$ cat config.mk
export PLATFORM = sky130hd
export DESIGN_NAME = seq_muldiv
export DESIGN_NICKNAME = d
export VERILOG_FILES = /design/src/rtl/seq_muldiv.sv
export SDC_FILE = /design/constraint.sdc
export NUM_CORES = 1
export LEC_CHECK = 0
export CAP_MARGIN = 20
export CORE_MARGIN = 2
export CORE_UTILIZATION = 26
export CTS_CLUSTER_SIZE = 12
export DETAILED_ROUTE_END_ITERATION = 6
export PLACE_DENSITY = 0.42
export SLEW_MARGIN = 20
export SYNTH_ARGS = -nofsm -noshare
export SYNTH_HDL_FRONTEND = slang
export SYNTH_SLANG_ARGS = --single-unit
$ cat constraint.sdc
create_clock -name clk -period 4.35 [get_ports clk]
set_input_delay 0.6525 -clock clk [delete_from_list [all_inputs] [get_ports clk]]
set_output_delay 0.6525 -clock clk [all_outputs]
set_load 0.01 [all_outputs]
$ cat src/rtl/seq_muldiv.sv
// seq_muldiv: multi-cycle MULT/MULTU/DIV/DIVU unit producing HI/LO.
// Shift-add multiply and restoring divide, both built on one shared N-bit adder.
// Optional build macro MULDIV_EARLY_TERM_EN: a multiply leaves CALC as soon as
// the remaining multiplier bits are all zero. Without it every op takes N+2 cycles.
//
// state | meaning
// IDLE  | waiting for start; hi/lo hold the last result
// CALC  | one multiply or divide iteration per cycle
// FIX   | sign correction and special cases; hi/lo written
// DONE  | done pulse; a new start is accepted here too
module seq_muldiv #(
    parameter int N = 32
) (
    input  logic         clk,
    input  logic         rst_n,
    input  logic         start,
    input  logic [1:0]   op,
    input  logic [N-1:0] a,
    input  logic [N-1:0] b,
    output logic [N-1:0] hi,
    output logic [N-1:0] lo,
    output logic         busy,
    output logic         done
);

    localparam int CW = $clog2(N);
    localparam logic [CW-1:0] CNT_LAST = CW'(N - 1);

    typedef enum logic [1:0] {IDLE, CALC, FIX, DONE} state_t;

    state_t          state;
    logic [CW-1:0]   cnt;
    logic            is_div;
    logic            neg_q;     // product or quotient must be negated
    logic            neg_r;     // remainder must be negated (dividend was negative)
    logic            dz;        // divisor was zero
    logic [N-1:0]    acc_hi;    // multiply: running high half; divide: remainder
    logic [N-1:0]    acc_lo;    // multiply: low half + multiplier; divide: quotient
    logic [N-1:0]    opa;       // multiply: |multiplicand|; divide: raw dividend
    logic [N-1:0]    opb;       // |divisor|, or remaining multiplier bits

    logic            a_neg, b_neg;
    logic [N-1:0]    a_mag, b_mag;
    logic [N-1:0]    rem_s;
    logic [N-1:0]    add_a, add_b, add_sum;
    logic            add_ci, add_co;
    logic            no_borrow;
    logic [N-1:0]    nxt_hi, nxt_lo;
    logic [2*N-1:0]  prod, prod_neg;

    // Operand magnitudes for signed ops
    always_comb begin
        a_neg = !op[0] && a[N-1];
        b_neg = !op[0] && b[N-1];
        a_mag = a_neg ? (~a + 1'b1) : a;
        b_mag = b_neg ? (~b + 1'b1) : b;
    end

    // Shared adder and the next-iteration accumulator for both algorithms
    always_comb begin
        rem_s  = {acc_hi[N-2:0], acc_lo[N-1]};
        add_a  = is_div ? rem_s : acc_hi;
        add_b  = is_div ? ~opb : (acc_lo[0] ? opa : '0);
        add_ci = is_div;
        {add_co, add_sum} = {1'b0, add_a} + {1'b0, add_b} + {{N{1'b0}}, add_ci};
        // The bit shifted out of the remainder is the 33rd bit of the N+1-bit compare
        no_borrow = acc_hi[N-1] | add_co;
        if (is_div) begin
            nxt_hi = no_borrow ? add_sum : rem_s;
            nxt_lo = {acc_lo[N-2:0], no_borrow};
        end else begin
            nxt_hi = {add_co, add_sum[N-1:1]};
            nxt_lo = {add_sum[0], acc_lo[N-1:1]};
        end
        prod     = {acc_hi, acc_lo};
        prod_neg = ~prod + 1'b1;
    end

`ifdef MULDIV_EARLY_TERM_EN
    logic            term;
    logic [CW-1:0]   rem_cnt;
    logic [2*N-1:0]  prod_sh;

    // Early exit once the unprocessed multiplier bits are all zero
    always_comb begin
        term    = !is_div && ((opb >> 1) == '0);
        rem_cnt = CNT_LAST - cnt;
        prod_sh = {nxt_hi, nxt_lo} >> rem_cnt;
    end
`endif

    // Controller, datapath registers and registered outputs
    always_ff @(posedge clk or negedge rst_n) begin
        if (!rst_n) begin
            state  <= IDLE;
            cnt    <= '0;
            is_div <= 1'b0;
            neg_q  <= 1'b0;
            neg_r  <= 1'b0;
            dz     <= 1'b0;
            acc_hi <= '0;
            acc_lo <= '0;
            opa    <= '0;
            opb    <= '0;
            hi     <= '0;
            lo     <= '0;
            busy   <= 1'b0;
            done   <= 1'b0;
        end else begin
            case (state)
                IDLE, DONE: begin
                    done <= 1'b0;
                    if (start) begin
                        state  <= CALC;
                        cnt    <= '0;
                        busy   <= 1'b1;
                        is_div <= op[1];
                        neg_q  <= a_neg ^ b_neg;
                        neg_r  <= a_neg;
                        dz     <= (b == '0);
                        acc_hi <= '0;
                        acc_lo <= op[1] ? a_mag : b_mag;
                        opa    <= op[1] ? a : a_mag;
                        opb    <= b_mag;
                    end else begin
                        state <= IDLE;
                    end
                end
                CALC: begin
                    cnt <= cnt + 1'b1;
`ifdef MULDIV_EARLY_TERM_EN
                    opb <= is_div ? opb : (opb >> 1);
                    if (term || cnt == CNT_LAST) begin
                        state  <= FIX;
                        {acc_hi, acc_lo} <= is_div ? {nxt_hi, nxt_lo} : prod_sh;
                    end else begin
                        {acc_hi, acc_lo} <= {nxt_hi, nxt_lo};
                    end
`else
                    acc_hi <= nxt_hi;
                    acc_lo <= nxt_lo;
                    if (cnt == CNT_LAST) state <= FIX;
`endif
                end
                FIX: begin
                    state <= DONE;
                    busy  <= 1'b0;
                    done  <= 1'b1;
                    if (!is_div) begin
                        {hi, lo} <= neg_q ? prod_neg : prod;
                    end else if (dz) begin
                        lo <= '1;
                        hi <= opa;
                    end else begin
                        lo <= neg_q ? (~acc_lo + 1'b1) : acc_lo;
                        hi <= neg_r ? (~acc_hi + 1'b1) : acc_hi;
                    end
                end
                default: state <= IDLE;
            endcase
        end
    end

endmodule
==> run summary <==
The run finished with clean final reports. The post-DP HPWL is 52500 µm. The total clock buffers created by CTS came out at 28. The congestion estimate from routability-driven global placement came to 0.911.

The routed wire length is 67300 µm. Between clock sinks in the finished design, the worst skew comes to 0.0273 ns. The routed design could run at a clock period as short as 4.05 ns. The maximum ir drop on the vdd rail is 0.345 mV. The fill cell total of the finished layout is 6551. Setup repair after global routing left no endpoint under its margin. The reg-to-reg critical path startpoint is add_ci.

The worst setup path is captured at a register. The post-cts repair resize count came out at 0. The total negative slack is 0 ns. The maximum clock frequency is 247 MHz. Traced cell by cell, the critical path runs through buf_12, mux2_2, ha_1, a21o_1, a211o_1, a2111oi_1, a21oi_1, or3_1, buf_4, mux2i_1, o21ai_0, a22o_1. Setup violations remaining at the end of the flow were counted as 0. Cells with a size suffix above 1 make up 10.0% of the layout. By area the synthesized netlist is led by sky130_fd_sc_hd__dfrtp_1, sky130_fd_sc_hd__nand2_1, sky130_fd_sc_hd__o21ai_0. The fraction of power spent switching nets came out at 50.9%. The number of diodes added for antenna fixing is 0. The number of hold buffers added after CTS was 0. The most numerous cell in the Yosys netlist is sky130_fd_sc_hd__nand2_1. Registers are responsible for 23.2% of the overall power. The post-detailed-route DRC marker count came out at 0. The number of buffers and inverters on the critical path came out at 2. The xor and xnor fraction of the mapped netlist area came out at 10.9%.

In this run, the clock network consumes 12.9% of the power. The post-place setup slack is 0.201 ns. After synthesis, flip-flops and latches occupy 31.8% of the total area. The area growth from synthesis to final layout is 20.7%.

Data arrives at the worst endpoint at 4.50 ns. The area of the die came out at 64000 µm². The via count of the first global-routing pass is 15100. The number of DRC violations after detailed-routing iteration 0 came out at 1153. The initial antenna violation count is 2. The vias after detailed routing is 15400. The commonest cells after synthesis are sky130_fd_sc_hd__nand2_1, sky130_fd_sc_hd__dfrtp_1, sky130_fd_sc_hd__o21ai_0.

The die boundary width is 253 µm. The mux share of post-synthesis cell area is 7.09%. The synthesized flop and latch total came out at 205. The row count is 91.

The leakage power figure is 7.98 nW. The slew at the pin closest to its max-slew limit came out at 1.13 ns. The worst setup path is of the reg -> reg kind. The count of TritonRoute iterations in the first routing pass is 5. The post-synthesis simple-gate area fraction is 19.6%.

The post-route worst setup slack is 0.298 ns. Counting flops with an async set or reset pin after synthesis yields a share of 100%. The count of flip-flops with a built-in enable after synthesis is 0.

The fraction of the mapped netlist area in adder cells is 3.43%. The cell with the largest stage delay on the worst path is sky130_fd_sc_hd__a2111oi_1. Counting every sink on the clock net gives 205. The biggest area consumer among synthesized cells is sky130_fd_sc_hd__dfrtp_1. Global routing finished with a remaining overflow of 0. On the critical path the largest part of the delay comes from compound AO/OA/AOI/OAI gates. For this run, the leading register cell type out of synthesis is sky130_fd_sc_hd__dfrtp_1.

The share of the synthesized area in compound gates (AO/OA/AOI/OAI) is 22.2%. The clock transition at the register clock pins on the worst setup and hold paths after CTS came out at 0.06 ns. By area, the combinational part of the netlist is dominated by compound AO/OA/AOI/OAI gates. The source-to-sink clock delay at the later pin of the worst-skew pair came out at 0.58 ns.

The initial standard-cell utilization of the core came out at 26.2%. The peak fanout along the critical path is 48. The register-to-register setup slack is 0.30 ns.

The power per cell area came out at 878 nW/µm². The count of unique library cells instantiated by Yosys came out at 79. The internal portion of total power is 8.39 mW.

The maximum level of the CTS H-tree is 1. Counting along the longest clock path gives a buffer depth of 3. The number of buffers added on ports is 134.

The number of pins exceeding their max-slew limit in the final report came out at 0. The number of hold violations in the final report came to 0. At the worst endpoint, the required time is 4.80 ns. The synthesized area per cell came out at 7.91 µm². The TritonCTS clock tree is done.

The routed length per placed instance is 22.9 µm. The vertical die dimension is 253 µm. The path class of the tightest hold or removal check is in -> async. Summing every instance area after synthesis gives 16100 µm². The number of top-level pins came out at 135. The global-route wire length before repair came out at 100000 µm. Buffers added to address setup during post-CTS repair amount to 0. Once detail routing completed, the nets flagged for antenna violations numbered 0. The part of the power in combinational logic came out at 63.9%.

In the global route stage, overall resource usage came out at 20.8%. The share of the clock period used by the worst path after layout is 93.1%. The placeable core region came out at 61500 µm².

The post-synthesis cell count is 2036. The Yosys warning count came out at 0. The max capacitance violation total came out at 0. The stage delay of the slowest cell on the critical path came out at 0.59 ns. The number of nets in the synthesized netlist is 2148.

The net switching power of the design is 8.68 mW. Using the TritonRoute via totals, the vias-per-cell ratio works out to 5.26. The net count of the finished layout is 2239.

The synthesized design devotes to its leading area cell type 31.8% of total area. The tree is rooted in a sky130_fd_sc_hd__clkbuf_16. The critical path starts at add_ci. The maximum number of pins on one net before global-route repair came out at 89.

The normalized max-slew margin is 24.9%. The critical path launch point type is a register.
[per-stage QoR]
stage	util [%]	total power [mW]	instances	cell area (µm²)	hold slack [ns]
floorplan	-	10.6	2036	16100	0.357
detailed placement	30.2	14.8	2887	18600	0.459
finish	31.6	17.1	2937	19400	0.0723
global route	31.6	18.4	2937	19400	0.121
global placement	30.2	14.8	2887	18600	0.465
CTS	31.6	17.1	2937	19400	0.109
[routing by layer]
metal | part of all wire (%) | global-route usage [%] | vias up
li1 | - | - | 7385
met1 | 50 | 30.6 | 7611
met2 | 45 | 33.1 | 390
met3 | 3.7 | 2.01 | 63
met4 | 1.5 | 3.42 | 0
met5 | 0 | 0 | -
[final timing paths]
kind | end | depth (start not counted)
worst max-delay path | acc_hi[4] | 12
worst min-delay path | acc_lo[26] | 1
worst max register to register | acc_hi[4] | 12
worst min register to register | opb[18] | 2
max in group asynchronous | acc_hi[3] | 2
min in group clk | opb[18] | 2
[power groups by stage]
stage | clock (mW) | sequential, mW | combinational, mW
floorplan | 0 | 3.43 | 7.18
global placement | 0 | 3.99 | 10.8
detailed placement | 0 | 3.99 | 10.8
CTS | 2.27 | 3.97 | 10.9
global route | 2.34 | 4.08 | 12.0
finish | 2.21 | 3.96 | 10.9
[placed cells by master, fill, tap and decap left out, types with 23 or more instances in the layout]
| cell type | n |
|---|---|
| sky130_fd_sc_hd__nor2_1 | 176 |
| sky130_fd_sc_hd__nor3_1 | 34 |
| sky130_fd_sc_hd__clkdlybuf4s50_1 | 132 |
| sky130_fd_sc_hd__ha_1 | 40 |
| sky130_fd_sc_hd__xor2_1 | 107 |
| sky130_fd_sc_hd__nand3_1 | 23 |
| sky130_fd_sc_hd__mux2_2 | 41 |
| sky130_fd_sc_hd__o211ai_1 | 30 |
| sky130_fd_sc_hd__inv_1 | 38 |
| sky130_fd_sc_hd__o21ai_0 | 197 |
| sky130_fd_sc_hd__clkbuf_16 | 29 |
| sky130_fd_sc_hd__xnor2_1 | 94 |
| sky130_fd_sc_hd__buf_4 | 88 |
| sky130_fd_sc_hd__a21oi_1 | 150 |
| sky130_fd_sc_hd__nand2b_1 | 24 |
| sky130_fd_sc_hd__dfrtp_1 | 202 |
| sky130_fd_sc_hd__o31ai_1 | 31 |
| sky130_fd_sc_hd__nand2_1 | 305 |
| sky130_fd_sc_hd__mux2i_1 | 68 |
[flip-flops by register name, indices dropped and copies added, names as in the netlist, 2 cells and up]
signal,count
acc_hi,32
opb,32
cnt,5
state,2
opa,32
hi,32
acc_lo,32
lo,32
[logic make-up (layout without fill, tap and decap cells)]
family	Yosys count	count (layout)
flops	205	205
xor+xnor	201	201
fa+ha+maj	43	43
buf+inv	205	316
compound gates	580	580
simple gates	693	693
mux	109	109
[final cells by class]
cell class	instances	area (µm²)	share of cell area (%)
Tap cell	790	988	5.08
Clock inverter	8	45.0	0.232
Timing Repair Buffer	226	2080	10.7
Sequential cell	205	5140	26.4
Multi-Input combinational cell	1626	10200	52.6
Clock buffer	42	815	4.19
Inverter	40	150	0.772
(Power assumes the default switching activity.)
